==> src/rtl/mem_copy_engine.sv <==
// Word-oriented copy/fill engine for a single-port on-chip memory with 1-cycle read latency.
// Copy alternates one read and one write per word; fill writes one word per cycle.
module mem_copy_engine #(
   parameter int ADDR_W = 9,
   parameter int DATA_W = 32
) (
   input  logic                  clk,
   input  logic                  reset,
   input  logic                  start,
   input  logic                  mode,
   input  logic [ADDR_W-1:0]     src_addr,
   input  logic [ADDR_W-1:0]     dst_addr,
   input  logic [ADDR_W:0]       length,
   input  logic [DATA_W-1:0]     fill_data,
   input  logic                  abort,
   output logic                  busy,
   output logic                  done,
   output logic [1:0]            status,
   output logic [ADDR_W-1:0]     mem_address,
   output logic                  mem_chipselect,
   output logic                  mem_write,
   output logic [DATA_W/8-1:0]   mem_byteenable,
   output logic [DATA_W-1:0]     mem_writedata,
   input  logic [DATA_W-1:0]     mem_readdata,
   output logic [2:0]            dbg_state_o
);

   typedef enum logic [2:0] {
      S_IDLE = 3'd0,
      S_RD   = 3'd1,
      S_WR   = 3'd2,
      S_FILL = 3'd3,
      S_DONE = 3'd4
   } state_t;

   localparam logic [1:0] ST_OK      = 2'b00;
   localparam logic [1:0] ST_ABORT   = 2'b01;
   localparam logic [1:0] ST_ILLEGAL = 2'b10;

   localparam logic [ADDR_W:0] MAX_LEN = {1'b1, {ADDR_W{1'b0}}};
   localparam logic [ADDR_W:0] ONE_LEN = {{ADDR_W{1'b0}}, 1'b1};
   localparam logic [ADDR_W-1:0] ADDR_ONE = {{(ADDR_W-1){1'b0}}, 1'b1};

   state_t              state_q, state_d;
   logic [ADDR_W-1:0]   src_q, src_d;
   logic [ADDR_W-1:0]   dst_q, dst_d;
   logic [ADDR_W:0]     cnt_q, cnt_d;
   logic [DATA_W-1:0]   fill_q, fill_d;
   logic [1:0]          status_q, status_d;
   logic [ADDR_W-1:0]   addr_q, addr_d;
   logic [DATA_W-1:0]   wdata_q, wdata_d;

   logic                cs;
   logic                we;
   logic                len_illegal;

   assign len_illegal = (length == '0) || (length > MAX_LEN);

   always_ff @(posedge clk) begin
      if (reset) begin
         state_q  <= S_IDLE;
         src_q    <= '0;
         dst_q    <= '0;
         cnt_q    <= '0;
         fill_q   <= '0;
         status_q <= ST_OK;
         addr_q   <= '0;
         wdata_q  <= '0;
      end else begin
         state_q  <= state_d;
         src_q    <= src_d;
         dst_q    <= dst_d;
         cnt_q    <= cnt_d;
         fill_q   <= fill_d;
         status_q <= status_d;
         addr_q   <= addr_d;
         wdata_q  <= wdata_d;
      end
   end

   // Address and write data fall back to the held registers whenever no access is made,
   // so they keep their last driven value in IDLE, DONE and aborted cycles.
   always_comb begin
      state_d  = state_q;
      src_d    = src_q;
      dst_d    = dst_q;
      cnt_d    = cnt_q;
      fill_d   = fill_q;
      status_d = status_q;
      addr_d   = addr_q;
      wdata_d  = wdata_q;
      cs       = 1'b0;
      we       = 1'b0;

      case (state_q)
         S_IDLE: begin
            if (start) begin
               if (len_illegal) begin
                  status_d = ST_ILLEGAL;
                  state_d  = S_DONE;
               end else begin
                  src_d   = src_addr;
                  dst_d   = dst_addr;
                  cnt_d   = length;
                  fill_d  = fill_data;
                  state_d = mode ? S_FILL : S_RD;
               end
            end
         end

         S_RD: begin
            if (abort) begin
               status_d = ST_ABORT;
               state_d  = S_DONE;
            end else begin
               cs      = 1'b1;
               addr_d  = src_q;
               src_d   = src_q + ADDR_ONE;
               state_d = S_WR;
            end
         end

         S_WR: begin
            if (abort) begin
               status_d = ST_ABORT;
               state_d  = S_DONE;
            end else begin
               cs      = 1'b1;
               we      = 1'b1;
               addr_d  = dst_q;
               wdata_d = mem_readdata;
               dst_d   = dst_q + ADDR_ONE;
               cnt_d   = cnt_q - ONE_LEN;
               if (cnt_q == ONE_LEN) begin
                  status_d = ST_OK;
                  state_d  = S_DONE;
               end else begin
                  state_d = S_RD;
               end
            end
         end

         S_FILL: begin
            if (abort) begin
               status_d = ST_ABORT;
               state_d  = S_DONE;
            end else begin
               cs      = 1'b1;
               we      = 1'b1;
               addr_d  = dst_q;
               wdata_d = fill_q;
               dst_d   = dst_q + ADDR_ONE;
               cnt_d   = cnt_q - ONE_LEN;
               if (cnt_q == ONE_LEN) begin
                  status_d = ST_OK;
                  state_d  = S_DONE;
               end
            end
         end

         S_DONE: begin
            state_d = S_IDLE;
         end

         default: begin
            state_d = S_IDLE;
         end
      endcase
   end

   assign busy           = (state_q == S_RD) || (state_q == S_WR) || (state_q == S_FILL);
   assign done           = (state_q == S_DONE);
   assign status         = status_q;
   assign mem_chipselect = cs;
   assign mem_write      = we;
   assign mem_byteenable = {(DATA_W/8){cs}};
   assign mem_address    = addr_d;
   assign mem_writedata  = wdata_d;
   assign dbg_state_o    = state_q;

endmodule

==> config.mk <==
export PLATFORM = sky130hd
export DESIGN_NAME = mem_copy_engine
export DESIGN_NICKNAME = d
export VERILOG_FILES = /design/src/rtl/mem_copy_engine.sv
export SDC_FILE = /design/constraint.sdc
export NUM_CORES = 1
export LEC_CHECK = 0
export ABC_CLOCK_PERIOD_IN_PS = 2650
export CORE_MARGIN = 1.5
export CORE_UTILIZATION = 49
export DETAILED_ROUTE_END_ITERATION = 10
export PLACE_DENSITY = 0.85
export SETUP_SLACK_MARGIN = 0.3
export SLEW_MARGIN = 5
export SYNTH_ARGS = -nofsm -noshare
export SYNTH_HDL_FRONTEND = slang
export SYNTH_SLANG_ARGS = --single-unit
export TNS_END_PERCENT = 50
==> constraint.sdc <==
create_clock -name clk -period 2.65 [get_ports clk]
set_input_delay 0.53 -clock clk [delete_from_list [all_inputs] [get_ports clk]]
set_output_delay 0.53 -clock clk [all_outputs]
set_load 0.05 [all_outputs]
==> run_summary.xml, run 1 <==
<?xml version="1.0" encoding="UTF-8"?>
<metrics>
  <group name="status">
    <metric name="outcome" unit="">finished clean</metric>
  </group>
  <group name="setup_path">
    <metric name="critical_path_most_common_cell" unit="">sky130_fd_sc_hd__buf_12</metric>
    <metric name="critPathTopFamily" unit="">buffers and inverters</metric>
    <metric name="setup.worst_path.class" unit="">reg2out</metric>
    <metric name="worst-path-max-fanout" unit="">11</metric>
    <metric name="cpPeakStageDelay" unit="ps">350</metric>
    <metric name="cp.arrival" unit="ps">1810</metric>
    <metric name="crit_path_top_delay_cell" unit="">sky130_fd_sc_hd__dfxtp_4</metric>
    <metric name="critPathLaunchType" unit="">flip-flop</metric>
    <metric name="timing.critical_path.to_type" unit="">primary output</metric>
    <metric name="cp_cell_sequence" unit="">buf_4 -&gt; nor3b_4 -&gt; buf_12 -&gt; a22oi_1 -&gt; a21oi_2 -&gt; buf_12</metric>
    <metric name="timing.critical_path.required" unit="ps">2120</metric>
    <metric name="path_buf_inv" unit="">3</metric>
  </group>
  <group name="die">
    <metric name="initial_utilization" unit="%">50.7</metric>
    <metric name="die_x" unit="um">107</metric>
    <metric name="die_area" unit="um2">11400</metric>
    <metric name="dieHeight" unit="um">107</metric>
    <metric name="fp-row-count" unit="">37</metric>
    <metric name="boundaryPins" unit="">151</metric>
    <metric name="core" unit="um2">10400</metric>
  </group>
  <group name="timing">
    <metric name="grt_setup_unrepaired" unit="">yes</metric>
    <metric name="count_of_endpoints_failing_setup_in_the_final_report" unit="">0</metric>
    <metric name="final.setup.tns" unit="ps">0</metric>
    <metric name="worst_pin_slew" unit="ps">557</metric>
    <metric name="timing.final.hold_violations" unit="">0</metric>
    <metric name="clock_skew" unit="ps">14.3</metric>
    <metric name="max_slew_margin" unit="%">62.8</metric>
    <metric name="fmaxAchievable" unit="MHz">427</metric>
    <metric name="timing_max_transition_violations_final" unit="">0</metric>
    <metric name="timing.final.crit_share" unit="%">88.3</metric>
    <metric name="min_tclk_post_route" unit="ps">2340</metric>
  </group>
  <group name="power">
    <metric name="totalPowerFinal" unit="uW">4220</metric>
    <metric name="power.ir.vdd_worst" unit="mV">0.530</metric>
    <metric name="power.leakage" unit="uW">0.00320</metric>
    <metric name="power.density_cell_area" unit="nW/um2">505</metric>
  </group>
  <group name="logic_synthesis">
    <metric name="netlist_instances" unit="">630</metric>
    <metric name="yosys_warnings" unit="">0</metric>
    <metric name="synth.distinct_cells" unit="">54</metric>
    <metric name="synthesis.area_per_instance" unit="um2">8.34</metric>
    <metric name="edff_count_synth" unit="">0</metric>
    <metric name="synth-seq-cells" unit="">106</metric>
    <metric name="yosysSeqAreaShare" unit="%">40.4</metric>
    <metric name="synth_flop_cell" unit="">sky130_fd_sc_hd__dfxtp_1</metric>
    <metric name="synthArstFlopShare" unit="%">0</metric>
    <metric name="syn-num-nets" unit="">731</metric>
    <metric name="syn_area" unit="um2">5250</metric>
  </group>
  <group name="global_routing">
    <metric name="gr-usage-met1" unit="%">31.1</metric>
    <metric name="global_route.peak_usage_layer" unit="">met2</metric>
    <metric name="largest_net_degree_at_the_start_of_global_routing" unit="">62</metric>
    <metric name="grt.overflow.total" unit="">0</metric>
    <metric name="grt_pass1_vias" unit="">5379</metric>
    <metric name="gr-usage-met3" unit="%">7.85</metric>
    <metric name="grt_pass1_wl" unit="um">25700</metric>
    <metric name="grtUsageTotal" unit="%">28.4</metric>
    <metric name="grt_antenna_before_repair" unit="">0</metric>
    <metric name="grtUsageMet2" unit="%">52.4</metric>
  </group>
  <group name="clock_tree">
    <metric name="cts_hold_repair.buffers" unit="">0</metric>
    <metric name="cts.reportedPaths.clkPinSlew" unit="ps">90</metric>
    <metric name="tritoncts_clock_tree" unit="">done</metric>
    <metric name="root_buffer_cell" unit="">sky130_fd_sc_hd__clkbuf_8</metric>
    <metric name="cts_num_sinks" unit="">106</metric>
    <metric name="cts-htree-levels" unit="">3</metric>
    <metric name="clock_buffer_count_from_cts" unit="">9</metric>
    <metric name="clock_insertion_delay_worst_skew" unit="ps">380</metric>
    <metric name="clk_path_buf_depth" unit="">2</metric>
  </group>
  <group name="detailed_routing">
    <metric name="drt_iter0_markers" unit="">290</metric>
    <metric name="detail-route-antenna-nets" unit="">0</metric>
    <metric name="post_drt_wl_per_cell" unit="um">17.7</metric>
    <metric name="drt_pre_antenna_iters" unit="">5</metric>
    <metric name="detail_route.wirelength" unit="um">16400</metric>
    <metric name="drcViolationCount" unit="">0</metric>
    <metric name="vias_per_cell" unit="">5.70</metric>
    <metric name="num_vias" unit="">5269</metric>
  </group>
  <group name="job">
    <metric name="drv_cap" unit="">0</metric>
  </group>
  <group name="final_layout">
    <metric name="post_route_cells_drive_above_1_share" unit="%">21.4</metric>
    <metric name="fillCellCount" unit="">614</metric>
    <metric name="area_growth_syn_to_fin" unit="%">59.1</metric>
    <metric name="final_core_util" unit="%">80.6</metric>
    <metric name="final_cell_area" unit="um2">8360</metric>
    <metric name="antenna_cells_inserted" unit="">0</metric>
    <metric name="number_of_nets_at_the_end_of_the_flow" unit="">884</metric>
  </group>
  <group name="placement">
    <metric name="number_of_port_buffers" unit="">150</metric>
    <metric name="postPlaceCellArea" unit="um2">7830</metric>
    <metric name="finalWeightedCongestion" unit="">0.899</metric>
    <metric name="hpwl" unit="um">10900</metric>
  </group>
  <group name="worst_hold_path">
    <metric name="hold_path.class" unit="">reg2reg</metric>
  </group>
</metrics>
-- layer usage --
layer / part of all wire [%] / vias to the layer above
li1: - / 2499
met2: 53 / 217
met1: 37 / 2520
met3: 7.7 / 33
met4: 2.2 / 0
met5: 0 / -
-- flip-flops by register name (all words and copies together), names as in the netlist --
signal	count
wdata_q	32
dbg_state_o	3
src_q	9
dst_q	9
status	2
addr_q	9
fill_q	32
cnt_q	10
-- tightest hold or removal path, stage by stage, from the launching register on --
cell and delay (ps):
sky130_fd_sc_hd__dfxtp_1 330, sky130_fd_sc_hd__nand2_1 60, sky130_fd_sc_hd__a21oi_1 50
-- Yosys cell counts (5+ instances only) --
library cell / number / share of area [%]
sky130_fd_sc_hd__buf_4: 9 / 1.3
sky130_fd_sc_hd__nor2_1: 98 / 7.0
sky130_fd_sc_hd__nor2b_1: 42 / 5.0
sky130_fd_sc_hd__a31oi_1: 7 / 0.83
sky130_fd_sc_hd__clkbuf_1: 22 / 1.6
sky130_fd_sc_hd__a21o_1: 11 / 1.6
sky130_fd_sc_hd__o21ai_0: 5 / 0.48
sky130_fd_sc_hd__nand4_1: 5 / 0.60
sky130_fd_sc_hd__nand2b_1: 12 / 1.4
sky130_fd_sc_hd__buf_2: 18 / 1.7
sky130_fd_sc_hd__a22oi_1: 9 / 1.3
sky130_fd_sc_hd__mux2i_1: 64 / 12
sky130_fd_sc_hd__a21oi_1: 77 / 7.3
sky130_fd_sc_hd__dfxtp_1: 106 / 40
sky130_fd_sc_hd__nor3_1: 14 / 1.3
sky130_fd_sc_hd__o21ai_1: 18 / 1.7
sky130_fd_sc_hd__nand2_1: 38 / 2.7
sky130_fd_sc_hd__nand3_1: 9 / 0.86
-- power by group --
group | internal (uW) | leakage [uW] | switching, uW
clock | 541 | 0.000108 | 568
sequential | 1680 | 0.000864 | 72.0
combinational | 644 | 0.00223 | 715
-- logic make-up (layout without fill, tap and decap cells) --
kind of cell / Yosys count / after routing / synth area share [%]
xor+xnor: 1 / 1 / 0.167
fa+ha+maj: 4 / 4 / 0.953
compound gates: 146 / 146 / 16.4
mux: 65 / 65 / 12.4
buf+inv: 54 / 212 / 5.07
flops: 106 / 106 / 40.4
simple gates: 254 / 254 / 24.6
-- metrics by stage --
| step | cells | hold slack, ps | setup slack, ps |
|---|---|---|---|
| after CTS | 919 | 477 | 306 |
| after global placement | 885 | 458 | 58.9 |
| final | 924 | 476 | 310 |
| after detailed placement | 885 | 464 | 14.3 |
| after global routing | 924 | 519 | 248 |
| after floorplan | 630 | 445 | 261 |
-- final cells by class --
class                      count  area [um2]  area share [%]
clock inverter                 5        86.3            1.03
sequential                   106        2130            25.5
timing repair buffer         193        2480            29.6
inverter                       3        11.3           0.135
tap                          136         170            2.04
clock buffer                  11         131            1.57
multi-input combinational    470        3350            40.1
-- what timing repair did --
action                                  in CTS  in global routing
pin swaps                                    1                  2
resized for setup                           10                  7
endpoints found under the setup margin      46                 41
cloned                                       3                  0
setup buffers                               15                  5
-- layout by cell type (no fill, tap or decap), types with 11 or more instances in the layout --
cell type,instances
sky130_fd_sc_hd__nor3_1,14
sky130_fd_sc_hd__dfxtp_1,103
sky130_fd_sc_hd__a21oi_4,37
sky130_fd_sc_hd__nor2b_1,42
sky130_fd_sc_hd__buf_12,55
sky130_fd_sc_hd__mux2i_1,64
sky130_fd_sc_hd__o21ai_1,18
sky130_fd_sc_hd__a21oi_1,37
sky130_fd_sc_hd__a21o_1,11
sky130_fd_sc_hd__nor2_1,95
sky130_fd_sc_hd__clkdlybuf4s50_1,98
sky130_fd_sc_hd__buf_4,33
sky130_fd_sc_hd__nand2b_1,11
sky130_fd_sc_hd__nand2_1,38
-- worst paths after layout --
kind	slack, ps	depth (start not counted)	endpoint	start
worst min-delay path	480	2	cnt_q[1]$_SDFFE_PP0P_	cnt_q[1]$_SDFFE_PP0P_
worst min register to register	480	2	cnt_q[1]$_SDFFE_PP0P_	cnt_q[1]$_SDFFE_PP0P_
worst max register to register	510	5	src_q[7]$_SDFFE_PP0P_	dbg_state_o[2]$_SDFFE_PP0P_
worst max-delay path	310	6	mem_address[8]	dbg_state_o[2]$_SDFFE_PP0P_
No activity file was read; power rests on OpenSTA's default activity.
==> run 2: changes to the inputs <==
CORE_MARGIN = default   (was 1.5)
SLEW_MARGIN = default   (was 5)
==> run_summary.xml, run 2 (synthesized netlist as in run 1, its figures left out) <==
<?xml version="1.0" encoding="UTF-8"?>
<metrics>
  <group name="status">
    <metric name="outcome" unit="">finished clean</metric>
  </group>
  <group name="global_routing">
    <metric name="grt_antenna_before_repair" unit="">0</metric>
    <metric name="grtUsageTotal" unit="%">28.4</metric>
    <metric name="grt_pass1_wl" unit="um">25400</metric>
    <metric name="grt.overflow.total" unit="">0</metric>
    <metric name="grt_pass1_vias" unit="">5348</metric>
    <metric name="largest_net_degree_at_the_start_of_global_routing" unit="">58</metric>
  </group>
  <group name="setup_path">
    <metric name="crit_path_top_delay_cell" unit="">sky130_fd_sc_hd__dfxtp_4</metric>
    <metric name="cp.arrival" unit="ps">1770</metric>
    <metric name="timing.critical_path.to_type" unit="">primary output</metric>
    <metric name="cpPeakStageDelay" unit="ps">380</metric>
    <metric name="worst-r2r-setup-slack" unit="ps">600</metric>
    <metric name="worst-path-max-fanout" unit="">10</metric>
    <metric name="setup.worst_path.class" unit="">reg2out</metric>
    <metric name="critPathLaunchType" unit="">flip-flop</metric>
    <metric name="timing.critical_path.required" unit="ps">2120</metric>
    <metric name="cp_cell_sequence" unit="">buf_4 -&gt; nor2_1 -&gt; buf_6 -&gt; a22oi_1 -&gt; a21oi_2 -&gt; buf_12</metric>
  </group>
  <group name="die">
    <metric name="die_area" unit="um2">11100</metric>
    <metric name="boundaryPins" unit="">151</metric>
    <metric name="core" unit="um2">10400</metric>
    <metric name="dieHeight" unit="um">106</metric>
    <metric name="fp-row-count" unit="">37</metric>
    <metric name="die_x" unit="um">106</metric>
    <metric name="initial_utilization" unit="%">50.7</metric>
  </group>
  <group name="timing">
    <metric name="final.setup.tns" unit="ps">0</metric>
    <metric name="timing.final.hold_violations" unit="">0</metric>
    <metric name="clock_skew" unit="ps">10.2</metric>
    <metric name="worst_pin_slew" unit="ps">633</metric>
    <metric name="grt_setup_unrepaired" unit="">yes</metric>
    <metric name="fmaxAchievable" unit="MHz">435</metric>
    <metric name="count_of_endpoints_failing_setup_in_the_final_report" unit="">0</metric>
    <metric name="timing.final.crit_share" unit="%">86.8</metric>
    <metric name="min_tclk_post_route" unit="ps">2300</metric>
    <metric name="max_slew_margin" unit="%">57.8</metric>
    <metric name="timing_max_transition_violations_final" unit="">0</metric>
    <metric name="layout_setup_ws" unit="ps">349</metric>
  </group>
  <group name="worst_hold_path">
    <metric name="hold_path.class" unit="">reg2reg</metric>
  </group>
  <group name="clock_tree">
    <metric name="cts_hold_repair.buffers" unit="">0</metric>
    <metric name="cts_num_sinks" unit="">106</metric>
    <metric name="clock_buffer_count_from_cts" unit="">9</metric>
    <metric name="cts-htree-levels" unit="">3</metric>
    <metric name="tritoncts_clock_tree" unit="">done</metric>
    <metric name="clk_path_buf_depth" unit="">2</metric>
    <metric name="cts.reportedPaths.clkPinSlew" unit="ps">100</metric>
    <metric name="clock_insertion_delay_worst_skew" unit="ps">370</metric>
    <metric name="root_buffer_cell" unit="">sky130_fd_sc_hd__clkbuf_8</metric>
  </group>
  <group name="placement">
    <metric name="finalWeightedCongestion" unit="">0.830</metric>
    <metric name="hpwl" unit="um">10700</metric>
    <metric name="number_of_port_buffers" unit="">150</metric>
    <metric name="place_worst_setup_slack" unit="ps">67.0</metric>
  </group>
  <group name="final_layout">
    <metric name="post_route_cells_drive_above_1_share" unit="%">21.2</metric>
    <metric name="most_frequent_cells_in_the_layout" unit="">sky130_fd_sc_hd__dfxtp_1, sky130_fd_sc_hd__clkdlybuf4s50_1, sky130_fd_sc_hd__nor2_1</metric>
    <metric name="layout.cells.most_common" unit="">sky130_fd_sc_hd__dfxtp_1</metric>
    <metric name="antenna_cells_inserted" unit="">0</metric>
    <metric name="number_of_nets_at_the_end_of_the_flow" unit="">885</metric>
    <metric name="largest_registers" unit="">fill_q (32), wdata_q (32), cnt_q (10)</metric>
    <metric name="area_growth_syn_to_fin" unit="%">57.9</metric>
  </group>
  <group name="detailed_routing">
    <metric name="drt_iter0_markers" unit="">286</metric>
    <metric name="drcViolationCount" unit="">0</metric>
    <metric name="num_vias" unit="">5206</metric>
    <metric name="detail_route.wirelength" unit="um">15800</metric>
    <metric name="post_drt_wl_per_cell" unit="um">17.1</metric>
    <metric name="vias_per_cell" unit="">5.65</metric>
    <metric name="detail-route-antenna-nets" unit="">0</metric>
    <metric name="drt_pre_antenna_iters" unit="">5</metric>
  </group>
  <group name="power">
    <metric name="power.ir.vdd_worst" unit="mV">0.312</metric>
    <metric name="power.density_cell_area" unit="nW/um2">475</metric>
    <metric name="power.leakage" unit="uW">0.00317</metric>
  </group>
  <group name="job">
    <metric name="drv_cap" unit="">0</metric>
  </group>
</metrics>
-- run 2: repair_timing --
| item | 4_1_cts | 5_1_grt |
|---|---|---|
| endpoints found under the setup margin | 46 | 41 |
| gates cloned | 2 | 0 |
| gates resized for setup | 6 | 3 |
| setup buffers | 13 | 7 |
| pin swaps | 1 | 2 |
-- run 2: layout make-up --
cell class	count	area (um2)
Tap cell	136	170
Multi-Input combinational cell	470	3330
Clock inverter	4	22.5
Sequential cell	106	2130
Timing Repair Buffer	194	2510
Clock buffer	9	124
Fill cell	639	2070
Inverter	3	11.3
-- run 2: through the flow --
| stage | std cells | hold slack, ps | total power, uW | instance area (um2) | utilization (%) |
|---|---|---|---|---|---|
| global route | 922 | 526 | 4110 | 8300 | 80.0 |
| CTS | 915 | 486 | 3930 | 8220 | 79.2 |
| finish | 922 | 484 | 3950 | 8300 | 80.0 |
| global placement | 887 | 458 | 3040 | 7850 | 75.7 |
| floorplan | 630 | 445 | 2530 | 5710 | - |
| detailed placement | 887 | 473 | 3070 | 7850 | 75.7 |
-- run 2: final timing paths --
check,cells past startpoint,end,startpoint
hold reg to reg,2,cnt_q[1]$_SDFFE_PP0P_,cnt_q[1]$_SDFFE_PP0P_
hold / removal,2,cnt_q[1]$_SDFFE_PP0P_,cnt_q[1]$_SDFFE_PP0P_
setup / recovery,6,mem_address[6],dbg_state_o[2]$_SDFFE_PP0P_
setup reg to reg,8,fill_q[9]$_SDFFE_PP0P_,dbg_state_o[2]$_SDFFE_PP0P_
-- run 2: power by group --
group	internal (uW)	total, uW	leakage (uW)	switching (uW)
clock network	322	847	0.0000766	525
registers	1680	1750	0.000864	73.0
logic	641	1340	0.00223	703
total	2640	3950	0.00317	1300
-- run 2: critical path, delay by kind of cell (launching register included) --
kind                   cells  cell delay [ps]
AOI/OAI and AO/OA          2              350
buffers and inverters      3              510
DFF                        1              380
and+or+nand+nor            1              160
-- run 2: layer usage --
metal	global-route usage, %	part of all wire (%)	up-vias
met5	0	0	-
met4	9.13	1.6	0
met3	7.85	8.7	24
met2	51.0	51	217
met1	32.4	39	2466
li1	-	-	2499
